--- src/rtl/timestamp_reader.sv ---
// SPI host-side reader for the timestamper CPLD: arms capture, waits for INT, shifts the count in MSB first.
// Optional TSR_SYNC_EN adds 2-flop synchronizers on INT and SDO.
module timestamp_reader #(
  parameter int WIDTH    = 16,
  parameter int SCLK_DIV = 4
) (
  input  logic             CLK,
  input  logic             RST_N,
  input  logic             EN,
  input  logic             INT,
  input  logic             SDO,
  output logic             SCLK,
  output logic             CE_N,
  output logic             RSTCAPT,
  output logic [WIDTH-1:0] DATA,
  output logic             DATA_VALID,
  input  logic             DATA_READY,
  output logic             BUSY
);

  localparam int CW = $clog2(2 * SCLK_DIV + 3) + 1;
  localparam int BW = $clog2(WIDTH) + 1;

  localparam logic [CW-1:0] C_HALF  = CW'(SCLK_DIV - 1);
  localparam logic [CW-1:0] C_ARM   = CW'(2 * SCLK_DIV - 1);
  localparam logic [CW-1:0] C_BLANK = CW'(2);
  localparam logic [BW-1:0] B_LAST  = BW'(WIDTH);

  typedef enum logic [2:0] {
    IDLE, ARM, BLANK, WAIT_INT, SETUP, SHIFT, HOLD, DONE
  } state_t;

  state_t           r_state, w_state_nxt;
  logic [CW-1:0]    r_cnt, w_cnt_nxt;
  logic [BW-1:0]    r_bits, w_bits_nxt;
  logic             r_phase_hi, w_phase_hi_nxt;
  logic [WIDTH-1:0] r_shift, w_shift_nxt;
  logic [WIDTH-1:0] r_data, w_data_nxt;
  logic             r_valid, w_valid_nxt;
  logic             r_sclk, w_sclk_nxt;
  logic             r_ce_n, w_ce_n_nxt;
  logic             r_rstcapt;
  logic             r_busy;
  logic             w_int;
  logic             w_sdo;

`ifdef TSR_SYNC_EN
  logic r_int_s1, r_int_s2, r_sdo_s1, r_sdo_s2;

  always_ff @(posedge CLK or negedge RST_N) begin
    if (!RST_N) begin
      r_int_s1 <= 1'b0;
      r_int_s2 <= 1'b0;
      r_sdo_s1 <= 1'b0;
      r_sdo_s2 <= 1'b0;
    end else begin
      r_int_s1 <= INT;
      r_int_s2 <= r_int_s1;
      r_sdo_s1 <= SDO;
      r_sdo_s2 <= r_sdo_s1;
    end
  end

  assign w_int = r_int_s2;
  assign w_sdo = r_sdo_s2;
`else
  assign w_int = INT;
  assign w_sdo = SDO;
`endif

  always_comb begin
    w_state_nxt    = r_state;
    w_cnt_nxt      = r_cnt + CW'(1);
    w_bits_nxt     = r_bits;
    w_phase_hi_nxt = r_phase_hi;
    w_shift_nxt    = r_shift;
    w_data_nxt     = r_data;
    w_valid_nxt    = r_valid;

    unique case (r_state)
      IDLE: begin
        w_cnt_nxt = '0;
        if (EN) w_state_nxt = ARM;
      end
      ARM: begin
        if (r_cnt == C_ARM) begin
          w_state_nxt = BLANK;
          w_cnt_nxt   = '0;
        end
      end
      BLANK: begin
        if (r_cnt == C_BLANK) begin
          w_state_nxt = WAIT_INT;
          w_cnt_nxt   = '0;
        end
      end
      WAIT_INT: begin
        w_cnt_nxt = '0;
        if (w_int) begin
          w_state_nxt    = SETUP;
          w_bits_nxt     = '0;
          w_phase_hi_nxt = 1'b0;
        end
      end
      SETUP: begin
        if (r_cnt == C_HALF) begin
          w_state_nxt    = SHIFT;
          w_cnt_nxt      = '0;
          w_phase_hi_nxt = 1'b1;
        end
      end
      SHIFT: begin
        // Sample on the last cycle of the high phase; terminate after the last low phase.
        if (r_cnt == C_HALF) begin
          w_cnt_nxt = '0;
          if (r_phase_hi) begin
            w_phase_hi_nxt = 1'b0;
            w_shift_nxt    = {r_shift[WIDTH-2:0], w_sdo};
            w_bits_nxt     = r_bits + BW'(1);
          end else if (r_bits == B_LAST) begin
            w_state_nxt = HOLD;
          end else begin
            w_phase_hi_nxt = 1'b1;
          end
        end
      end
      HOLD: begin
        if (r_cnt == C_HALF) begin
          w_state_nxt = DONE;
          w_cnt_nxt   = '0;
          w_data_nxt  = r_shift;
          w_valid_nxt = 1'b1;
        end
      end
      DONE: begin
        w_cnt_nxt = '0;
        if (DATA_READY && r_valid) begin
          w_valid_nxt = 1'b0;
          w_state_nxt = EN ? ARM : IDLE;
        end
      end
      default: begin
        w_state_nxt = IDLE;
        w_cnt_nxt   = '0;
      end
    endcase

    w_sclk_nxt = (w_state_nxt == SHIFT) && w_phase_hi_nxt;
    w_ce_n_nxt = !((w_state_nxt == SETUP) || (w_state_nxt == SHIFT) ||
                   (w_state_nxt == HOLD));
  end

  // Pin outputs are registered from next-state so they switch with the state;
  // RSTCAPT follows the ARM state one cycle late, giving a full ARM-length pulse.
  always_ff @(posedge CLK or negedge RST_N) begin
    if (!RST_N) begin
      r_state    <= IDLE;
      r_cnt      <= '0;
      r_bits     <= '0;
      r_phase_hi <= 1'b0;
      r_shift    <= '0;
      r_data     <= '0;
      r_valid    <= 1'b0;
      r_sclk     <= 1'b0;
      r_ce_n     <= 1'b1;
      r_rstcapt  <= 1'b0;
      r_busy     <= 1'b0;
    end else begin
      r_state    <= w_state_nxt;
      r_cnt      <= w_cnt_nxt;
      r_bits     <= w_bits_nxt;
      r_phase_hi <= w_phase_hi_nxt;
      r_shift    <= w_shift_nxt;
      r_data     <= w_data_nxt;
      r_valid    <= w_valid_nxt;
      r_sclk     <= w_sclk_nxt;
      r_ce_n     <= w_ce_n_nxt;
      r_rstcapt  <= (r_state == ARM);
      r_busy     <= (w_state_nxt != IDLE);
    end
  end

  assign SCLK       = r_sclk;
  assign CE_N       = r_ce_n;
  assign RSTCAPT    = r_rstcapt;
  assign DATA       = r_data;
  assign DATA_VALID = r_valid;
  assign BUSY       = r_busy;

endmodule

--- config.mk ---
export PLATFORM = sky130hd
export DESIGN_NAME = timestamp_reader
export DESIGN_NICKNAME = d
export VERILOG_FILES = /design/src/rtl/timestamp_reader.sv
export SDC_FILE = /design/constraint.sdc
export NUM_CORES = 1
export LEC_CHECK = 0
export ABC_AREA = 1
export CAP_MARGIN = 30
export CORE_MARGIN = 2
export CORE_UTILIZATION = 59
export CTS_CLUSTER_DIAMETER = 100
export DETAILED_ROUTE_END_ITERATION = 16
export GPL_ROUTABILITY_DRIVEN = 1
export HOLD_SLACK_MARGIN = 0.02
export PLACE_DENSITY = 0.83
export SLEW_MARGIN = 30
export SYNTH_ARGS = -nofsm -noshare
export SYNTH_HDL_FRONTEND = slang
export SYNTH_SLANG_ARGS = --single-unit
--- constraint.sdc ---
create_clock -name CLK -period 3.6 [get_ports CLK]
set_input_delay 0.72 -clock CLK [delete_from_list [all_inputs] [get_ports CLK]]
set_output_delay 0.72 -clock CLK [all_outputs]
set_load 0.1 [all_outputs]
Word level (Yosys, flattened, before mapping)
Index checks and enable logic that the tools add are counted.

Flip-flop bits (word level): 51. Output and inout bits: 21.

Add/sub/neg operators: 2. Equal/unequal tests: 19. Multiplexer cells: 29. Reductions and logical operators: 15.

Operators by type and width (number): $mux 3 (10); $mux 5 (6); $pmux 3 s8 (1); $eq 3x3->1 const B (7); $pmux 5 s4 (1); $add 5x1->5 const B (2); $eq 5x2->1 const B (2); $ne 2x2->1 const B (5); $pmux 5 s2 (1); $mux 1 (8); $eq 3x2->1 const B (2); $reduce_and 3->1 (2); $reduce_or 3->1 (2); $eq 5x3->1 const B (1); $eq 5x5->1 const B (1); $reduce_and 4->1 (1); $reduce_bool 2->1 (2); $eq 3x1->1 const B (1); $logic_not 3->1 (1); $pmux 1 s3 (1); $reduce_bool 3->1 (1); $logic_and 1x1->1 (2); $logic_or 1x1->1 (2); $pmux 1 s2 (1); 2 further kinds (2).

Longest topological paths before layout
Gate-level depths: netlist of run 1.

Depth in word-level cells: 9. Depth in mapped cells: 10. Mapped depth without buffers: 10.

Least setup slack after synthesis of run 1
Ideal clock, no wire load.

Path kind: flip-flop to flip-flop. Start: reg r_valid, in the netlist DATA_VALID. End: reg r_busy, in the netlist BUSY. Library setup time: 118 ps. Arrival time: 1572 ps. Setup slack: 1911 ps. Cell stages (with the launch flop): 8. Path buffers: 0. Path through: dfrtp_1 -> nand2_1 -> inv_1 -> nor3_1 -> nor2_1 -> nand3_2 -> nor2_1 -> nand2_1.

Word-level cells in the longest chain between the ends: 4.

RTL lines: start: declaration (line 39) `logic r_valid, w_valid_nxt;`; start signal: assignment (line 175) `r_valid <= w_valid_nxt;`; $logic_and 1x1->1 (line 137) `if (DATA_READY && r_valid) begin`; $mux 3 (line 137); $pmux 3 s8 (line 80) `unique case (r_state)`; net w_state_nxt[1] (line 33) `state_t r_state, w_state_nxt;`; $reduce_bool 3->1 (line 179) `r_busy <= (w_state_nxt != IDLE);`; end signal: assignment (line 179); end: declaration (line 43) `logic r_busy;`.

The timed path passes the listed nets, and every way through them passes these cells. A chain may end at the register's enable or synchronous reset.

Worst setup path in the final report of run 1
Start: reg r_ce_n, in the netlist CE_N. End: out CE_N.

RTL lines: start: declaration (line 41) `logic r_ce_n, w_ce_n_nxt;`; start signal: assignment (line 177) `r_ce_n <= w_ce_n_nxt;`; end: declaration (line 13) `output logic CE_N,`.

No word-level cell between the ends.

==> results of run 1 <==
==> flip-flops by register name (all words and copies together), names as in the netlist <==
signal      cells
SCLK            1
r_bits          5
r_phase_hi      1
r_shift        16
RSTCAPT         1
BUSY            1
DATA_VALID      1
r_state         3
DATA           16
r_cnt           5
CE_N            1
==> logic make-up after synthesis <==
| family | share of synthesized area [%] |
|---|---|
| adders and majority gates | 2.148 |
| xor gates and xnor gates | 1.880 |
| muxes | 0.4833 |
| DFF | 54.83 |
| and+or+nand+nor | 22.18 |
| AOI/OAI and AO/OA | 9.882 |
| buffers and inverters | 8.592 |
==> per-layer routing <==
layer / routed length (um) / share of wire [%]
met5: 0 / 0
met4: 57 / 1.5
met3: 184 / 4.8
met2: 1643 / 43
met1: 1914 / 50
==> metrics by stage <==
stage	setup slack, ns	total power, mW
6_report	0.9445	1.604
5_1_grt	0.9015	1.712
4_1_cts	0.9353	1.614
3_5_place_dp	1.270	1.285
3_3_place_gp	1.271	1.273
2_1_floorplan	1.911	1.169
==> worst max-delay path by stage <==
| stage | endpoint | slack, ns | cells after the start |
|---|---|---|---|
| after global routing | CE_N | 0.90 | 1 |
| final | CE_N | 0.94 | 1 |
| after detailed placement | CE_N | 1.27 | 1 |
| after floorplan | BUSY | 1.91 | 7 |
| after global placement | CE_N | 1.27 | 1 |
| after CTS | CE_N | 0.94 | 1 |
==> layout make-up <==
class | instances | area [um2]
Sequential cell | 51 | 1277
Fill cell | 287 | 1013
Multi-Input combinational cell | 167 | 852.1
Timing Repair Buffer | 26 | 257.7
Inverter | 42 | 162.7
Clock buffer | 5 | 68.82
Tap cell | 48 | 60.06
Clock inverter | 3 | 23.77
==> layout by cell type, fill, tap and decap left out, types with 2 or more instances in the layout <==
| cell | synthesis | layout |
|---|---|---|
| nand2_1 | 65 | 65 |
| dfrtp_1 | 50 | 50 |
| inv_1 | 37 | 37 |
| nor2_1 | 25 | 25 |
| clkdlybuf4s50_1 | 0 | 25 |
| o21ai_0 | 18 | 18 |
| o21ai_1 | 18 | 18 |
| nand3_1 | 13 | 13 |
| xor2_1 | 5 | 5 |
| clkbuf_8 | 0 | 5 |
| inv_2 | 4 | 4 |
| ha_1 | 4 | 4 |
| nand4_1 | 3 | 3 |
| nand3_4 | 2 | 2 |
| nor2_4 | 2 | 2 |
| nand3_2 | 2 | 2 |
| a22oi_1 | 2 | 2 |
| clkinvlp_4 | 0 | 2 |
==> Yosys cell counts, types with 3 or more instances <==
library cell and n:
buf_2 5, dfrtp_1 50, ha_1 4, inv_1 37, inv_2 4, nand2_1 65
nand3_1 13, nand4_1 3, nor2_1 25, o21ai_0 18, o21ai_1 18, xor2_1 5
==> power groups by stage <==
stage / sequential [mW] / clock, mW / combinational [mW]
final: 0.720 / 0.329 / 0.555
after global routing: 0.730 / 0.362 / 0.620
after CTS: 0.719 / 0.337 / 0.558
after detailed placement: 0.728 / 0 / 0.557
after global placement: 0.726 / 0 / 0.546
after floorplan: 0.867 / 0 / 0.302
==> metrics.yaml, run 1 <==
timing:
  relSlewSlack_pct: 34.61
  max_freq_ghz: 0.3766
  setup_tns_ns: 0
  worstMarginPinSlew_ns: 0.9777
  final_max_slew_viol_count: 0
  period_needed_ns: 2.655
  final.period_utilization_pct: 73.76
  hold_slack_ns: 0.4225
  finClkSkew_ns: 0.009170
  grt_setup_unrepaired: "false"
  setup_viol: 0
  finalHoldViolations: 0
outcome:
  status: "complete, no violations"
critical_path:
  path_class: "flip-flop to output port"
  arrival_ns: 1.94
  startpoint: "CE_N"
  start_kind: "flip-flop"
  reg2reg_to: "DATA[15]"
  worstPathCellList: "clkdlybuf4s50_1"
  reg2reg_depth: 5
  crit_buf_inv: 1
  critical_path.top_delay_family: "buffers and inverters"
  required_ns: 2.88
  end_kind: "output port"
  cp_slowest_stage_delay_ns: 1.12
  worstPathMaxFanout: 1
  rrSetupSlack_ns: 1.65
  slowest_stage: "clkdlybuf4s50_1"
  r2r_start: "r_cnt[0]"
global_route:
  antenna_found_initial: 0
  grt_use_total_pct: 20.13
  grt_pass1_vias: 1524
  met1_usage_pct: 29.46
  grtUsageMet3_pct: 4.561
  overflow: 0
  top_usage_layer: "met2"
  grt_start_max_net_pins: 52
  grtUsageMet2_pct: 29.63
  grt_pass1_wl_um: 6741
floorplan:
  die_area_mm2: 0.004468
  die_w_um: 66.84
  coreArea_mm2: 0.003716
  io_pins: 27
  rows: 22
  die_h_um: 66.84
  start_util_pct: 62.69
pwr:
  combPwrFrac_pct: 34.6
  power_leakage_nw: 1.261
  seqPwrFrac_pct: 44.9
  irDropWorstVdd_uv: 351.6
  p_clk_share_pct: 20.5
  power.density_mw_per_mm2: 593.6
  power.net_switching_uw: 658.9
  switching_share_pct: 41.07
  internal-power_uw: 945.3
logic_synthesis:
  synth_top_area_share_pct: 53.71
  synthDistinctLibCells: 28
  synth_top_cell_by_area: "dfrtp_1"
  synth_seq_cells: 51
  yosysWarnings: 0
  postSynthCellCount: 267
  synth_edf_count: 0
  syn_area_mm2: 0.002330
  yosysSeqAreaShare_pct: 54.83
  ys_top_cells_by_area: "dfrtp_1 54%, nand2_1 10%, inv_1 6.0%, nor2_1 4.0%, o21ai_0 3.9%"
  synth_fp_nets: 277
  avgSynthCellArea_um2: 8.726
  async_flop_share_pct: 100.0
  synthFlopType: "dfrtp_1"
layout:
  layout-drive-gt1-share_pct: 8.503
  final_util_pct: 72.73
  fin_area_mm2: 0.002703
  area_growth_pct: 16.00
  num_antenna_cells: 0
  fin_cells: 342
  final_nets: 303
placed_design:
  placed_area_mm2: 0.002610
  gp_congestion: 0.8453
  dp_cells: 334
  portBuffers: 26
  dp_hpwl_um: 2722
clock_network:
  post_cts_buffers: 0
  tritoncts: "yes"
  clk_path_buf_depth: 2
  clock_sinks: 51
  cts.clk_slew.worst_paths_ns: 0.09
  cts_hold_buffers: 0
  ctsHtreeMaxLevel: 2
  cts_resized: 0
  cts-root-buf: "clkbuf_8"
  insertion_delay_ns: 0.31
  cts_buffers: 5
routing:
  detail-route-antenna-nets: 0
  wl_per_cell_um: 11.11
  wl_um: 3800
  vias: 1713
  drt-initial-drc-count: 152
  drc: 0
  first_pass_iters: 4
  via_per_inst: 5.009
run:
  max-cap-violations: 0
min_path:
  hold_path.class: "primary input to asynchronous set/reset pin"
No activity file was read; power rests on OpenSTA's default activity.
==> inputs of run 2 (changes only) <==
CORE_UTILIZATION = 55   (was 59)
PLACE_DENSITY = 0.79   (was 0.83)
clock period = 2.75 ns   (was 3.6 ns; I/O delays follow)
==> run 2 against run 1 <==
Effect of this change:
- clock skew fell by 0.0018 ns
- non-clock buffer count grew 1
- combinational power rose by 32%
- core utilization decreased by 6.6 points
- critical path type is now flip-flop to flip-flop
- global-route usage shrank 1.2 points
- count of clock-buffer cells in the layout rose by 1
- largest cell class unchanged
- register-to-register slack worse by 0.91 ns
- first-iteration DRC count fell by 11%
- die area increased by 6.8%
- worst hold slack lost 0.088 ns
- worst setup slack got worse by 0.20 ns
- clock power rose by 39%
==> metrics.yaml, run 2 (synthesized netlist as in run 1, its figures left out) <==
critical_path:
  rrSetupSlack_ns: 0.74  # -0.91 ns
  arrival_ns: 2.21  # +0.27 ns
  cp_slowest_stage_delay_ns: 0.49  # -0.63 ns
  reg2reg_to: "DATA[15]"
  r2r_start: "r_cnt[0]"
  crit_buf_inv: 0  # -1
  start_kind: "flip-flop"
  reg2reg_depth: 5  # unchanged
  worstPathMaxFanout: 32  # +31
  required_ns: 2.95  # +0.07 ns
  worstPathCellList: "ha_1, nand2_1, nor2_4, nand3_2, mux2_2"
  end_kind: "flip-flop"
  critical_path.top_delay_family: "simple AND/OR/NAND/NOR gates"
  path_class: "flip-flop to flip-flop"
  slowest_stage: "nand3_2"
timing:
  worstMarginPinSlew_ns: 0.6250  # -0.3528 ns
  setup_tns_ns: 0  # unchanged
  period_needed_ns: 2.009
  relSlewSlack_pct: 58.34  # +24 points
  setup_viol: 0  # unchanged
  final.period_utilization_pct: 73.04
  grt_setup_unrepaired: "false"
  finalHoldViolations: 0  # unchanged
  finClkSkew_ns: 0.007417  # -0.001753 ns
  final_max_slew_viol_count: 0  # unchanged
  max_freq_ghz: 0.4979
  hold_slack_ns: 0.3343  # -0.08819 ns
run:
  max-cap-violations: 0  # unchanged
pwr:
  power_mw: 2.132  # +33%
  seqPwrFrac_pct: 44.1  # -0.8 points
  combPwrFrac_pct: 34.4  # -0.2 points
  internal-power_mw: 1.253  # +33%
  power.net_switching_uw: 879.4  # +33%
  p_clk_share_pct: 21.4  # +0.9 points
  irDropWorstVdd_uv: 412.8  # +17%
  power.density_mw_per_mm2: 800.5  # +35%
  switching_share_pct: 41.24  # +0.17 points
  power_leakage_nw: 1.309  # +3.8%
global_route:
  grt_pass1_vias: 1660  # +8.9%
  grt_pass1_wl_um: 7307  # +8.4%
  grt_start_max_net_pins: 52  # unchanged
  antenna_found_initial: 0  # unchanged
  grt_use_total_pct: 18.95  # -1.2 points
  overflow: 0  # unchanged
floorplan:
  io_pins: 27  # unchanged
  die_w_um: 69.09  # +3.4%
  die_h_um: 69.09  # +3.4%
  start_util_pct: 57.83  # -4.9 points
  coreArea_mm2: 0.004029  # +8.4%
  die_area_mm2: 0.004773  # +6.8%
  rows: 23  # +4.5%
routing:
  wl_per_cell_um: 11.91  # +7.2%
  drc: 0  # unchanged
  drt-initial-drc-count: 135  # -11%
  detail-route-antenna-nets: 0  # unchanged
  vias: 1729  # +0.93%
  first_pass_iters: 4  # unchanged
  wl_um: 4109  # +8.1%
  via_per_inst: 5.012  # about the same
clock_network:
  cts.clk_slew.worst_paths_ns: 0.09  # about the same
  cts_buffers: 5  # unchanged
  cts_resized: 0  # unchanged
  insertion_delay_ns: 0.31  # about the same
  tritoncts: "yes"
  clk_path_buf_depth: 2  # unchanged
  cts_hold_buffers: 0  # unchanged
  post_cts_buffers: 0  # unchanged
  ctsHtreeMaxLevel: 2  # unchanged
  clock_sinks: 51  # unchanged
  cts-root-buf: "clkbuf_8"
placed_design:
  dp_hpwl_um: 2908  # +6.8%
  gp_congestion: 0.9114  # +7.8%
  portBuffers: 26  # unchanged
  dp_cells: 337  # +0.90%
layout:
  layout-drive-gt1-share_pct: 15.93  # +7.4 points
  final_common_cell: "nand2_1"
  multi_input_area_um2: 852.1  # unchanged
  fin_cells: 345  # +0.88%
  nFillCells: 327  # +14%
  area_growth_pct: 14.34
  seq_area_mm2: 0.001277  # unchanged
  final_cell_mix: "65 x nand2_1, 50 x dfrtp_1, 37 x inv_1"
  num_antenna_cells: 0  # unchanged
  final_nets: 304  # +0.33%
outcome:
  status: "complete, no violations"
min_path:
  hold_path.class: "primary input to asynchronous set/reset pin"
## run 2: through the flow
stage                     area [um2]  util (%)  setup slack (ns)
after floorplan                 2330         -             1.061
after global placement          2565     63.66            0.8356
after detailed placement        2565     63.66            0.7627
after CTS                       2664     66.12            0.7402
after global routing            2664     66.12            0.5532
final                           2664     66.12            0.7415
## run 2: worst max-delay path by stage
| stage | startpoint | to | slack (ns) | cells after the start |
|---|---|---|---|---|
| floorplan | DATA_VALID | BUSY | 1.06 | 7 |
| global placement | r_cnt[0] | DATA[15] | 0.84 | 5 |
| detailed placement | r_cnt[0] | DATA[15] | 0.76 | 5 |
| CTS | r_cnt[0] | DATA[15] | 0.74 | 5 |
| global route | r_cnt[0] | DATA[12] | 0.55 | 5 |
| finish | r_cnt[0] | DATA[15] | 0.74 | 5 |
## run 2: per-layer routing
layer,up-vias,share of wire [%],GRT usage [%]
met4,0,1.4,6.100
met3,6,3.4,5.117
li1,893,-,-
met2,28,46,30.56
met1,802,50,24.98
met5,-,0,0
## run 2: power groups by stage
stage	Clock, mW	Combinational (mW)	Sequential, mW
after CTS	0.470	0.735	0.942
after floorplan	0	0.395	1.13
final	0.457	0.734	0.941
after global routing	0.496	0.814	0.957
after detailed placement	0	0.733	0.958
after global placement	0	0.721	0.953
## run 2: layout make-up
class | instances | area share, %
Sequential cell | 51 | 47.96
Multi-Input combinational cell | 167 | 31.99
Timing Repair Buffer | 27 | 7.891
Inverter | 42 | 6.106
Clock buffer | 6 | 3.100
Tap cell | 50 | 2.349
Clock inverter | 2 | 0.6106
